## config.mk

```make
export PLATFORM = sky130hd
export DESIGN_NAME = pwm_fan_driver
export DESIGN_NICKNAME = d
export VERILOG_FILES = /design/src/rtl/pwm_fan_driver.sv
export SDC_FILE = /design/constraint.sdc
export NUM_CORES = 1
export LEC_CHECK = 0
export CORE_MARGIN = 1.5
export CORE_UTILIZATION = 43
export DETAILED_ROUTE_END_ITERATION = 8
export PLACE_DENSITY_LB_ADDON = 0.08
export SYNTH_ARGS = -nofsm -noshare
export SYNTH_HDL_FRONTEND = slang
export SYNTH_SLANG_ARGS = --single-unit
```

## constraint.sdc

```tcl
create_clock -name clk_i -period 3.37 [get_ports clk_i]
set_input_delay 0.8425 -clock clk_i [delete_from_list [all_inputs] [get_ports clk_i]]
set_output_delay 0.8425 -clock clk_i [all_outputs]
set_load 0.01 [all_outputs]
```

## src/rtl/pwm_fan_driver.sv

```systemverilog
// pwm_fan_driver: fan PWM generator with spin-up kick, minimum-duty clamp and controller update strobe
// Ports: clk_i clock; rstn_i async active-low reset; ena_i synchronous enable;
//        prescale_i tick divider (one tick every prescale_i+1 cycles);
//        pid_val_i signed controller output, sampled only at period end;
//        pwm_o registered PWM; clk_en_PID_o one-cycle strobe after each period end;
//        duty_o active duty; state_o FSM state (OFF=0, KICK=1, RUN=2).
module pwm_fan_driver #(
    parameter int ADC_BITWIDTH = 8,
    parameter int MIN_DUTY     = 16,
    parameter int KICK_PERIODS = 4
) (
    input  logic                           clk_i,
    input  logic                           rstn_i,
    input  logic                           ena_i,
    input  logic [7:0]                     prescale_i,
    input  logic signed [ADC_BITWIDTH:0]   pid_val_i,
    output logic                           pwm_o,
    output logic                           clk_en_PID_o,
    output logic [ADC_BITWIDTH-1:0]        duty_o,
    output logic [1:0]                     state_o
);
    localparam int N = ADC_BITWIDTH;
    localparam logic [N-1:0] CNT_LAST  = {{(N-1){1'b1}}, 1'b0};
    localparam logic [N-1:0] DUTY_MIN  = N'(MIN_DUTY);
    localparam logic [3:0]   KICK_LAST = 4'(KICK_PERIODS - 1);

    typedef enum logic [1:0] {OFF = 2'd0, KICK = 2'd1, RUN = 2'd2} state_t;

    state_t       state_q, state_d;
    logic [7:0]   psc_q, lim_q, lim;
    logic [N-1:0] cnt_q, duty_d, target;
    logic [3:0]   kick_q, kick_d;
    logic         tick, period_end;

    // The divider limit is captured at the start of each tick interval, so a
    // prescale change takes effect only after the current tick completes.
    assign lim        = (psc_q == 8'd0) ? prescale_i : lim_q;
    assign tick       = ena_i && (psc_q == lim);
    assign period_end = tick && (cnt_q == CNT_LAST);
    // Non-positive requests stop the fan; small positive ones are lifted to the
    // lowest duty that still keeps it turning.
    assign target     = (pid_val_i[N] || pid_val_i == '0) ? '0 :
                        (pid_val_i[N-1:0] < DUTY_MIN) ? DUTY_MIN : pid_val_i[N-1:0];
    assign state_o    = state_q;

    always_comb begin
        state_d = state_q;
        kick_d  = kick_q;
        duty_d  = duty_o;
        if (!ena_i) begin
            state_d = OFF;
            kick_d  = '0;
            duty_d  = '0;
        end else if (period_end) begin
            case (state_q)
                OFF: begin
                    state_d = (target != '0) ? KICK : OFF;
                    kick_d  = '0;
                end
                KICK: begin
                    kick_d  = kick_q + 4'd1;
                    state_d = (target == '0) ? OFF : (kick_q == KICK_LAST) ? RUN : KICK;
                end
                RUN:     state_d = (target == '0) ? OFF : RUN;
                default: state_d = OFF;
            endcase
            duty_d = (state_d == OFF) ? '0 : (state_d == KICK) ? '1 : target;
        end
    end

    always_ff @(posedge clk_i or negedge rstn_i) begin
        if (!rstn_i) begin
            state_q <= OFF;
            kick_q  <= '0;
            duty_o  <= '0;
        end else begin
            state_q <= state_d;
            kick_q  <= kick_d;
            duty_o  <= duty_d;
        end
    end

    always_ff @(posedge clk_i or negedge rstn_i) begin
        if (!rstn_i) begin
            psc_q        <= '0;
            lim_q        <= '0;
            cnt_q        <= '0;
            pwm_o        <= 1'b0;
            clk_en_PID_o <= 1'b0;
        end else begin
            lim_q        <= lim;
            psc_q        <= (!ena_i || tick) ? '0 : psc_q + 8'd1;
            cnt_q        <= !ena_i ? '0 : !tick ? cnt_q : period_end ? '0 : cnt_q + 1'b1;
            pwm_o        <= ena_i && (cnt_q < duty_o);
            clk_en_PID_o <= period_end;
        end
    end
endmodule

```

==> impl_metrics.ini <==
[place]
gp_congestion = 0.836
dp_worst_setup_slack_ns = 0.257
placedInstanceArea_um2 = 2890
dpl.hpwl_um = 4300
io_buffers = 31
post-place-cells = 380

[layout]
n_antenna_cell = 0
final_area_um2 = 3000
seq_area_um2 = 1000
syn_to_final_growth_pct = 22.3
drive_gt1_share_pct = 9.81
nFillCells = 531
final_cells = 388
nets = 347
mostFrequentLayoutCells = dfrtp_1 (40), a21oi_1 (31), clkdlybuf4s50_1 (30)
utilization_pct = 54.4
multiInputGateArea_um2 = 1300
final_common_cell = dfrtp_1

[run]
cap_viol_max_count = 0

[clocking]
htreeDepth = 2
clkLatencyLatePin_ns = 0.30
ctsResizeCount = 0
clk_pin_slew_ns = 0.08
tritoncts.num_buffers = 5
clockRootBuffer = clkbuf_8
clk_path_buf_depth = 2
post_cts_buffers = 0
cts_hold_buffers = 0
clkSinkCount = 40
cts_tree = built

[logic_synthesis]
async_flop_share_pct = 100
synth_flop_cell = dfrtp_1
synth-compound-area-share_pct = 20.4
synth_adder_area_share_pct = 6.13
synth_nets = 308
yosys_register_bits = 40
synthSimpleGateAreaFrac_pct = 21.6
synth_xor_area_share_pct = 2.86
synthesis.area_um2 = 2450
synth_cell_type_count = 45
synthCells = 276
synth_warnings = 0
postSynthAreaPerCell_um2 = 8.88
synthMuxAreaShare_pct = 2.25
synth_top_family_by_area = simple AND/OR/NAND/NOR gates
synth-edff-count = 0
synth-seq-area-share_pct = 40.9

[global_route]
grt_max_degree = 41
grt-ovfl-total = 0
grt_antenna_before_repair = 0
grt_pass1_vias = 2022
grt_first_pass_wirelength_um = 10000
grt_usage_pct = 20.9

[drt]
drc = 0
vias = 2151
firstDrtPassIters = 4
viasPerCell = 5.54
postRouteAntennaNets = 0
routed_wl_um = 5870
wire_per_inst_um = 15.1
drtIter0Drc = 144

[sta]
holdWs_ns = 0.530
fin_skew_ns = 0.00808
slew_violations = 0
fmax_mhz = 354
worst_pin_slew_ns = 0.910
setup_viol = 0
rsz0062_at_grt = false
fin_crit_ns = 2.82
hold_viol = 0
worst_slack_ns = 0.546
final.setup.tns_ns = 0
slew_headroom_pct = 39.4
fin_crit_sh_pct = 83.8

[worst_setup_path]
worstSetupEndpointType = register
slowest_delay_ns = 0.42
worstSetupStartpointType = input port
reg2reg_depth = 9
critPathKind = input port to register
cp_slowest_cell = clkdlybuf4s50_1
crit_fanout = 13
crit_arrival_ns = 3.05
cp_cell_sequence = clkdlybuf4s50_1, inv_1, o2111ai_2, a2111oi_4, nand4_2, buf_4, or3_1, a21oi_1
critPathRequiredTime_ns = 3.60

[worst_hold_path]
hp-class = register to register
hold_depth = 2

[power]
vdd.ir_drop.worst_mv = 0.199
total_power_mw = 1.09
power.density_nw_per_um2 = 364
p_leak_nw = 1.20

[floorplan]
start_util_pct = 44.5
die_area_um2 = 6160
ios = 32
dieWidth_um = 78.5
chipHeight_um = 78.5
rows = 27
coreArea_um2 = 5510

[run_status]
status = completed
## area by class of cell
cell class / instances / area share [%]
timing repair buffer: 44 / 13.5
sequential: 40 / 33.4
clock buffer: 6 / 2.42
multi-input combinational: 200 / 43.5
tap: 72 / 3.01
clock inverter: 2 / 1.17
inverter: 24 / 3.01
## critical path, delay by kind of cell
kind / cells / cell delay [ns]
buf+inv: 3 / 0.81
simple gates: 2 / 0.73
compound gates: 3 / 0.67
## logic make-up (layout without fill, tap and decap cells)
family | Yosys count | after routing
AO/OA/AOI/OAI | 79 | 79
XOR/XNOR | 8 | 8
adder cells (fa/ha/maj) | 12 | 12
buffers and inverters | 36 | 76
flip-flops | 40 | 40
multiplexers | 5 | 5
AND/OR/NAND/NOR | 96 | 96
## Yosys cell counts, types with 7 or more instances
library cell,number,area share [%]
clkbuf_1,7,1.1
inv_1,24,3.7
nand2_1,20,3.1
dfrtp_1,40,41
a21oi_1,31,6.3
nand2b_1,8,2.0
o21ai_0,8,1.6
o21ai_1,13,2.7
nor2_1,14,2.1
nand3_1,19,3.9
xnor2_1,8,2.9
ha_1,12,6.1
## power by group
group / internal, mW / switching (mW) / leakage [nW]
clock network: 0.220 / 0.173 / 0.0552
registers: 0.505 / 0.0216 / 0.540
logic: 0.0831 / 0.0870 / 0.604
total: 0.808 / 0.282 / 1.20
## worst paths after layout
kind,endpoint,slack [ns],from
max,cnt_q[4]$_DFFE_PN0N_,0.55,prescale_i[0]
min reg2reg,lim_q[4]$_DFF_PN0_,0.53,lim_q[4]$_DFF_PN0_
min,lim_q[4]$_DFF_PN0_,0.53,lim_q[4]$_DFF_PN0_
max reg2reg,cnt_q[4]$_DFFE_PN0N_,0.61,psc_q[0]$_DFF_PN0_
min in group asynchronous,lim_q[6]$_DFF_PN0_,0.67,rstn_i
max in group asynchronous,duty_o[0]$_DFFE_PN0P_,2.13,rstn_i
## layer usage
metal	GRT usage (%)	wire, um
met1	31.9	3130
met2	29.1	2420
met3	4.19	222
met4	6.96	92
met5	0	0
## registers in the layout, indices dropped and copies added (netlist names)
signal        flops
pwm_o             1
kick_q            4
lim_q             8
cnt_q             8
state_o           2
duty_o            8
clk_en_PID_o      1
psc_q             8
Power figures use the tool's default switching activity.
==> RTL edit 1: new RTL, same settings <==
Put one more register stage on the output `duty_o`, with the module's reset. The value now appears one clock later. The other outputs are not delayed to match.
--- a/src/rtl/pwm_fan_driver.sv
+++ b/src/rtl/pwm_fan_driver.sv
@@ -27,4 +27,6 @@
     typedef enum logic [1:0] {OFF = 2'd0, KICK = 2'd1, RUN = 2'd2} state_t;
 
+    logic [ADC_BITWIDTH-1:0] duty_s0;
+
     state_t       state_q, state_d;
     logic [7:0]   psc_q, lim_q, lim;
@@ -47,5 +49,5 @@
         state_d = state_q;
         kick_d  = kick_q;
-        duty_d  = duty_o;
+        duty_d  = duty_s0;
         if (!ena_i) begin
             state_d = OFF;
@@ -73,9 +75,9 @@
             state_q <= OFF;
             kick_q  <= '0;
-            duty_o  <= '0;
+            duty_s0 <= '0;
         end else begin
             state_q <= state_d;
             kick_q  <= kick_d;
-            duty_o  <= duty_d;
+            duty_s0 <= duty_d;
         end
     end
@@ -92,8 +94,16 @@
             psc_q        <= (!ena_i || tick) ? '0 : psc_q + 8'd1;
             cnt_q        <= !ena_i ? '0 : !tick ? cnt_q : period_end ? '0 : cnt_q + 1'b1;
-            pwm_o        <= ena_i && (cnt_q < duty_o);
+            pwm_o        <= ena_i && (cnt_q < duty_s0);
             clk_en_PID_o <= period_end;
         end
     end
+    always_ff @(posedge clk_i or negedge rstn_i) begin
+        if (!rstn_i) begin
+            duty_o <= '0;
+        end else begin
+            duty_o <= duty_s0;
+        end
+    end
+
 endmodule
 
Check against the original RTL: no difference found for any inputs over 10 cycles, from zero or initial values and one cycle with rstn_i low; that may be too few to reach the edited logic, so the function may still have changed.
==> RTL edit 1 against the original RTL <==
Synthesized area rose by 11%. Synthesized cell count rose by 1.8%. Sequential cell count rose by 8. Core utilization fell by 0.89 points. Routed wire length rose by 0.84%. Via count fell by 0.23%. Power rose by 15%. Die area rose by 10%. Sequential share of layout area rose by 4.1 points. Setup slack improved by 0.10 ns. Design area rose by 7.0%. Sequential power rose by 19%. Critical endpoint is now cnt_q[1]$_DFFE_PN0N_. Largest cell class unchanged.
==> RTL edit 1: results (changes against the original RTL) <==
[pwr]
total_power_uw = 1249  ; +15%
ir_drop_uv = 173.4  ; -13%
p_clk_frac = 0.366  ; +0.005
p_comb_frac = 0.132  ; -0.024
leakage_uw = 0.001411  ; +18%
net-switching-power_uw = 309.7  ; +9.9%

[placed_design]
place_hpwl_mm = 4.386  ; +2.0%
numPortBuffers = 31  ; unchanged
place.gp.congestion = 0.8274  ; -1.0%
preCtsSetupSlack_ns = 0.3303  ; +0.07346 ns

[timing]
hold_viol_final = 0  ; unchanged
slew_headroom = 0.6935  ; +0.2999
clock_skew_ns = 0.006434  ; -0.001644 ns

[layout]
drive_above_1_share = 0.07419  ; -0.02391
antennaDiodeCount = 0  ; unchanged
final_net_count = 341  ; -1.7%

[detailed_routing]
highest_layer = met4
vias = 2146  ; -0.23%
met1Wirelength_mm = 3.107  ; -0.61%
routedWlPerCell_microns = 15.36  ; +1.6%
dr_wl_met3_microns = 212  ; -4.5%
met2WireLength_mm = 2.573  ; +6.2%
first_iter_violations = 152  ; +5.6%

[global_route]
grt_max_degree = 33  ; -20%
antenna_found_initial = 0  ; unchanged
met1_usage = 0.3045  ; -0.01468
grtUsageMet2 = 0.2593  ; -0.03195
grt_use_met3 = 0.03626  ; -0.005597
track_usage = 0.1900  ; -0.01911
grt_pass1_wl_mm = 9.860  ; -1.4%
grt_pass1_vias = 1994  ; -1.4%

[clock_network]
ctsLongestPathBuffers = 2  ; unchanged
numCtsBuffers = 5  ; unchanged
path_clk_slew_ns = 0.09
post-cts-setup-buffers = 0  ; unchanged
cts_resized = 0  ; unchanged
clk_latency_ns = 0.30  ; about the same
cts_max_level = 2  ; unchanged

[logic_synthesis]
synthTopCellsByArea = dfrtp_1 44%, ha_1 5.5%, mux2i_1 3.7%
ys_top_cells_by_count = 48 x dfrtp_1, 22 x nand2_1, 20 x inv_1, 19 x o21ai_0, 13 x and3_1
syn_nets = 313  ; +1.6%
synthDistinctLibCells = 53  ; +18%
ys_seq_area_frac = 0.4434  ; +0.03484
async_reset_ff_frac = 1.000  ; unchanged
synth_edf_count = 0  ; unchanged

[worst_setup_path]
cp_max_fo = 9  ; -4

[outcome]
status = completed

[hold_path]
min_path_type = flip-flop to flip-flop

## RTL edit 1: area by class of cell
cell class / count / area, sq um
fillers: 545 / 2785
clock buffers: 7 / 96.34
inverters: 20 / 75.07
clock inverters: 1 / 30.03
flip-flops and latches: 48 / 1201
repair buffers: 36 / 342.8
well taps: 75 / 93.84
multi-input cells: 198 / 1366
## RTL edit 1: kinds of logic (layout without fill, tap and decap cells)
kind of cell,after synthesis,after routing,synth area share
AOI/OAI and AO/OA,63,63,0.1520
xor gates and xnor gates,7,7,0.02263
adders and majority gates,12,12,0.05543
buffers and inverters,35,64,0.05219
DFF,48,48,0.4434
muxes,14,14,0.05450
and+or+nand+nor,102,102,0.2199
## RTL edit 1: critical path, cell delays in order
cell,delay (ns)
clkdlybuf4s50_1,0.45
inv_1,0.06
a2111o_1,0.43
nor3_2,0.23
o211ai_1,0.15
buf_4,0.21
or4_1,0.40
a21oi_1,0.16
## RTL edit 1: path summary, 6_finish.rpt
path | startpoint | cells past startpoint | endpoint | slack [ns]
hold reg to reg | duty_s0[5]$_DFFE_PN0P_ | 0 | duty_o[5]$_DFF_PN0_ | 0.41
hold / removal | duty_s0[5]$_DFFE_PN0P_ | 0 | duty_o[5]$_DFF_PN0_ | 0.41
min in group asynchronous | rstn_i | 1 | psc_q[7]$_DFF_PN0_ | 0.45
setup reg to reg | psc_q[0]$_DFF_PN0_ | 8 | duty_s0[2]$_DFFE_PN0P_ | 0.72
max in group asynchronous | rstn_i | 2 | duty_s0[6]$_DFFE_PN0P_ | 2.18
setup / recovery | prescale_i[1] | 8 | cnt_q[1]$_DFFE_PN0N_ | 0.65
## RTL edit 1: through the flow
stage,std cells,instance area [sq um]
after global routing,385,3206
after detailed placement,377,3079
after global placement,377,3079
after floorplan,281,2709
final,385,3206
after CTS,385,3206
==> RTL edit 2: new RTL, same settings <==
Made on the original files. `ADC_BITWIDTH`: 8 -> 10.
--- a/src/rtl/pwm_fan_driver.sv
+++ b/src/rtl/pwm_fan_driver.sv
@@ -6,5 +6,5 @@
 //        duty_o active duty; state_o FSM state (OFF=0, KICK=1, RUN=2).
 module pwm_fan_driver #(
-    parameter int ADC_BITWIDTH = 8,
+    parameter int ADC_BITWIDTH = 10,
     parameter int MIN_DUTY     = 16,
     parameter int KICK_PERIODS = 4
Interface: changed (resized duty_o and pid_val_i); port bits go from 32 to 36. No check against the original RTL was run, so the function may have changed too.
==> RTL edit 2 against the original RTL <==
The flow now finishes with violations (DRC). Setup slack lost 0.23 ns. Sequential share of layout area is 1.2 points lower. Cell count is 8.8% higher. Power increased by 2.2%. Routed wire length increased by 12%. First-iteration DRC count shrank 18%. Sequential cell count rose by 4. Design area is 14% higher. Synthesized area increased by 19%. Largest power group unchanged.
==> RTL edit 2: results (changes against the original RTL) <==
[outcome]
status = finished, violations left
violations = DRC

[clock_network]
cts_max_level = 2  ; unchanged

[layout]
drive_above_1_share = 0.09855  ; +0.0004495
final_net_count = 380  ; +9.5%

[detailed_routing]
first_iter_violations = 118  ; -18%
wl_mm = 6.561  ; +12%
routedWlPerCell_microns = 15.55  ; +2.9%
viasPerCell = 5.635  ; +1.6%
drc_errors = 1  ; +1
dr.pass1.iters = 7  ; +3

[worst_setup_path]
r2r_slack_ns = 0.47  ; -0.14 ns
cp_max_fo = 4  ; -9
arrival_ns = 3.26  ; +0.21 ns

[placed_design]
place_inst = 414  ; +8.9%
numPortBuffers = 35  ; +13%
place.gp.congestion = 0.7799  ; -6.7%
place_hpwl_mm = 4.660  ; +8.4%

[logic_synthesis]
ys_top_cells_by_count = 44 x dfrtp_1, 34 x nand2_1, 22 x inv_1, 18 x mux2i_1
synth-xor-area-share = 0.02411  ; -0.004494
synthTopCellsByArea = dfrtp_1 38%, mux2i_1 6.2%, ha_1 6.0%
syn_nets = 345  ; +12%
ys_seq_area_frac = 0.3788  ; -0.02976
synth_compound_area_frac = 0.1330  ; -0.07076
async_reset_ff_frac = 1.000  ; unchanged
syn-mean-instance-area_sq_um = 9.406  ; +6.0%
synthAdderAreaFrac = 0.06027  ; -0.001020
synthDistinctLibCells = 57  ; +27%
synthMuxAreaShare = 0.08523  ; +0.06276

[pwr]
ir_drop_uv = 180.7  ; -9.2%
net-switching-power_uw = 309.4  ; +9.8%
leakage_uw = 0.001397  ; +16%

[global_route]
grt_pass1_wl_mm = 11.62  ; +16%
grt_pass1_vias = 2422  ; +20%
antenna_found_initial = 0  ; unchanged
track_usage = 0.1988  ; -0.01029
grt_max_degree = 48  ; +17%

[timing]
hold_ws_ns = 0.5099  ; -0.02021 ns
tightest_slew_ns = 1.001  ; +0.09120 ns
clock_skew_ns = 0.009276  ; +0.001197 ns

-- RTL edit 2: cell types whose count changed in the layout (fill, tap and decap cells not counted), moves of 6 or more --
cell / unedited run / this run
a21oi_1: 31 / 3
and3_1: 2 / 13
o211ai_1: 1 / 11
nand2b_1: 8 / 2
nand2_1: 20 / 34
o21ai_1: 13 / 0
mux2i_1: 1 / 18
-- RTL edit 2: power by group through the flow --
stage	Clock [uW]	Combinational (uW)	Sequential (uW)
final	344	199	571
after global routing	382	222	575
after CTS	353	201	572
after detailed placement	0	200	582
after global placement	0	199	581
after floorplan	0	129	576
-- RTL edit 2: through the flow --
step / cell area (sq um) / setup WS (ns)
2_1_floorplan: 2907 / 0.5559
3_3_place_gp: 3327 / 0.06583
3_5_place_dp: 3327 / 0.01245
4_1_cts: 3417 / 0.3090
5_1_grt: 3417 / 0.2093
6_report: 3417 / 0.3135
-- RTL edit 2: kinds of logic after synthesis --
| group | after synthesis |
|---|---|
| simple gates | 128 |
| compound gates | 51 |
| flops | 44 |
| buf+inv | 40 |
| mux | 24 |
| fa+ha+maj | 14 |
| xor+xnor | 8 |
-- RTL edit 2: worst max-delay path, stage by stage --
cell and delay (ns):
clkdlybuf4s50_1 0.39, nor2b_1 0.14, or4_1 0.54, mux2i_1 0.18, o2111ai_2 0.19, or4b_1 0.70, o32ai_2 0.29
-- RTL edit 2: per-layer routing --
layer | GRT usage | part of all wire | vias up
met5 | 0 | 0 | -
met4 | 0.05067 | 0.0078 | 0
met3 | 0.03502 | 0.038 | 5
met2 | 0.3167 | 0.46 | 47
met1 | 0.2809 | 0.50 | 1135
li1 | - | - | 1191
-- RTL edit 2: worst paths after layout --
kind / start / to / cells after the start
worst max-delay path: prescale_i[7] / kick_q[3]$_DFFE_PN0P_ / 7
worst min-delay path: lim_q[5]$_DFF_PN0_ / lim_q[5]$_DFF_PN0_ / 2
worst max register to register: psc_q[4]$_DFF_PN0_ / kick_q[3]$_DFFE_PN0P_ / 6
worst min register to register: lim_q[5]$_DFF_PN0_ / lim_q[5]$_DFF_PN0_ / 2
max in group asynchronous: rstn_i / duty_o[6]$_DFFE_PN0P_ / 1
min in group asynchronous: rstn_i / lim_q[3]$_DFF_PN0_ / 1
-- RTL edit 2: final cells by class --
cell class | instances | area [sq um]
clock buffers | 8 | 90.09
fillers | 632 | 3005
inverters | 22 | 82.58
repair buffers | 46 | 427.9
multi-input cells | 225 | 1619
well taps | 77 | 96.34
flip-flops and latches | 44 | 1101
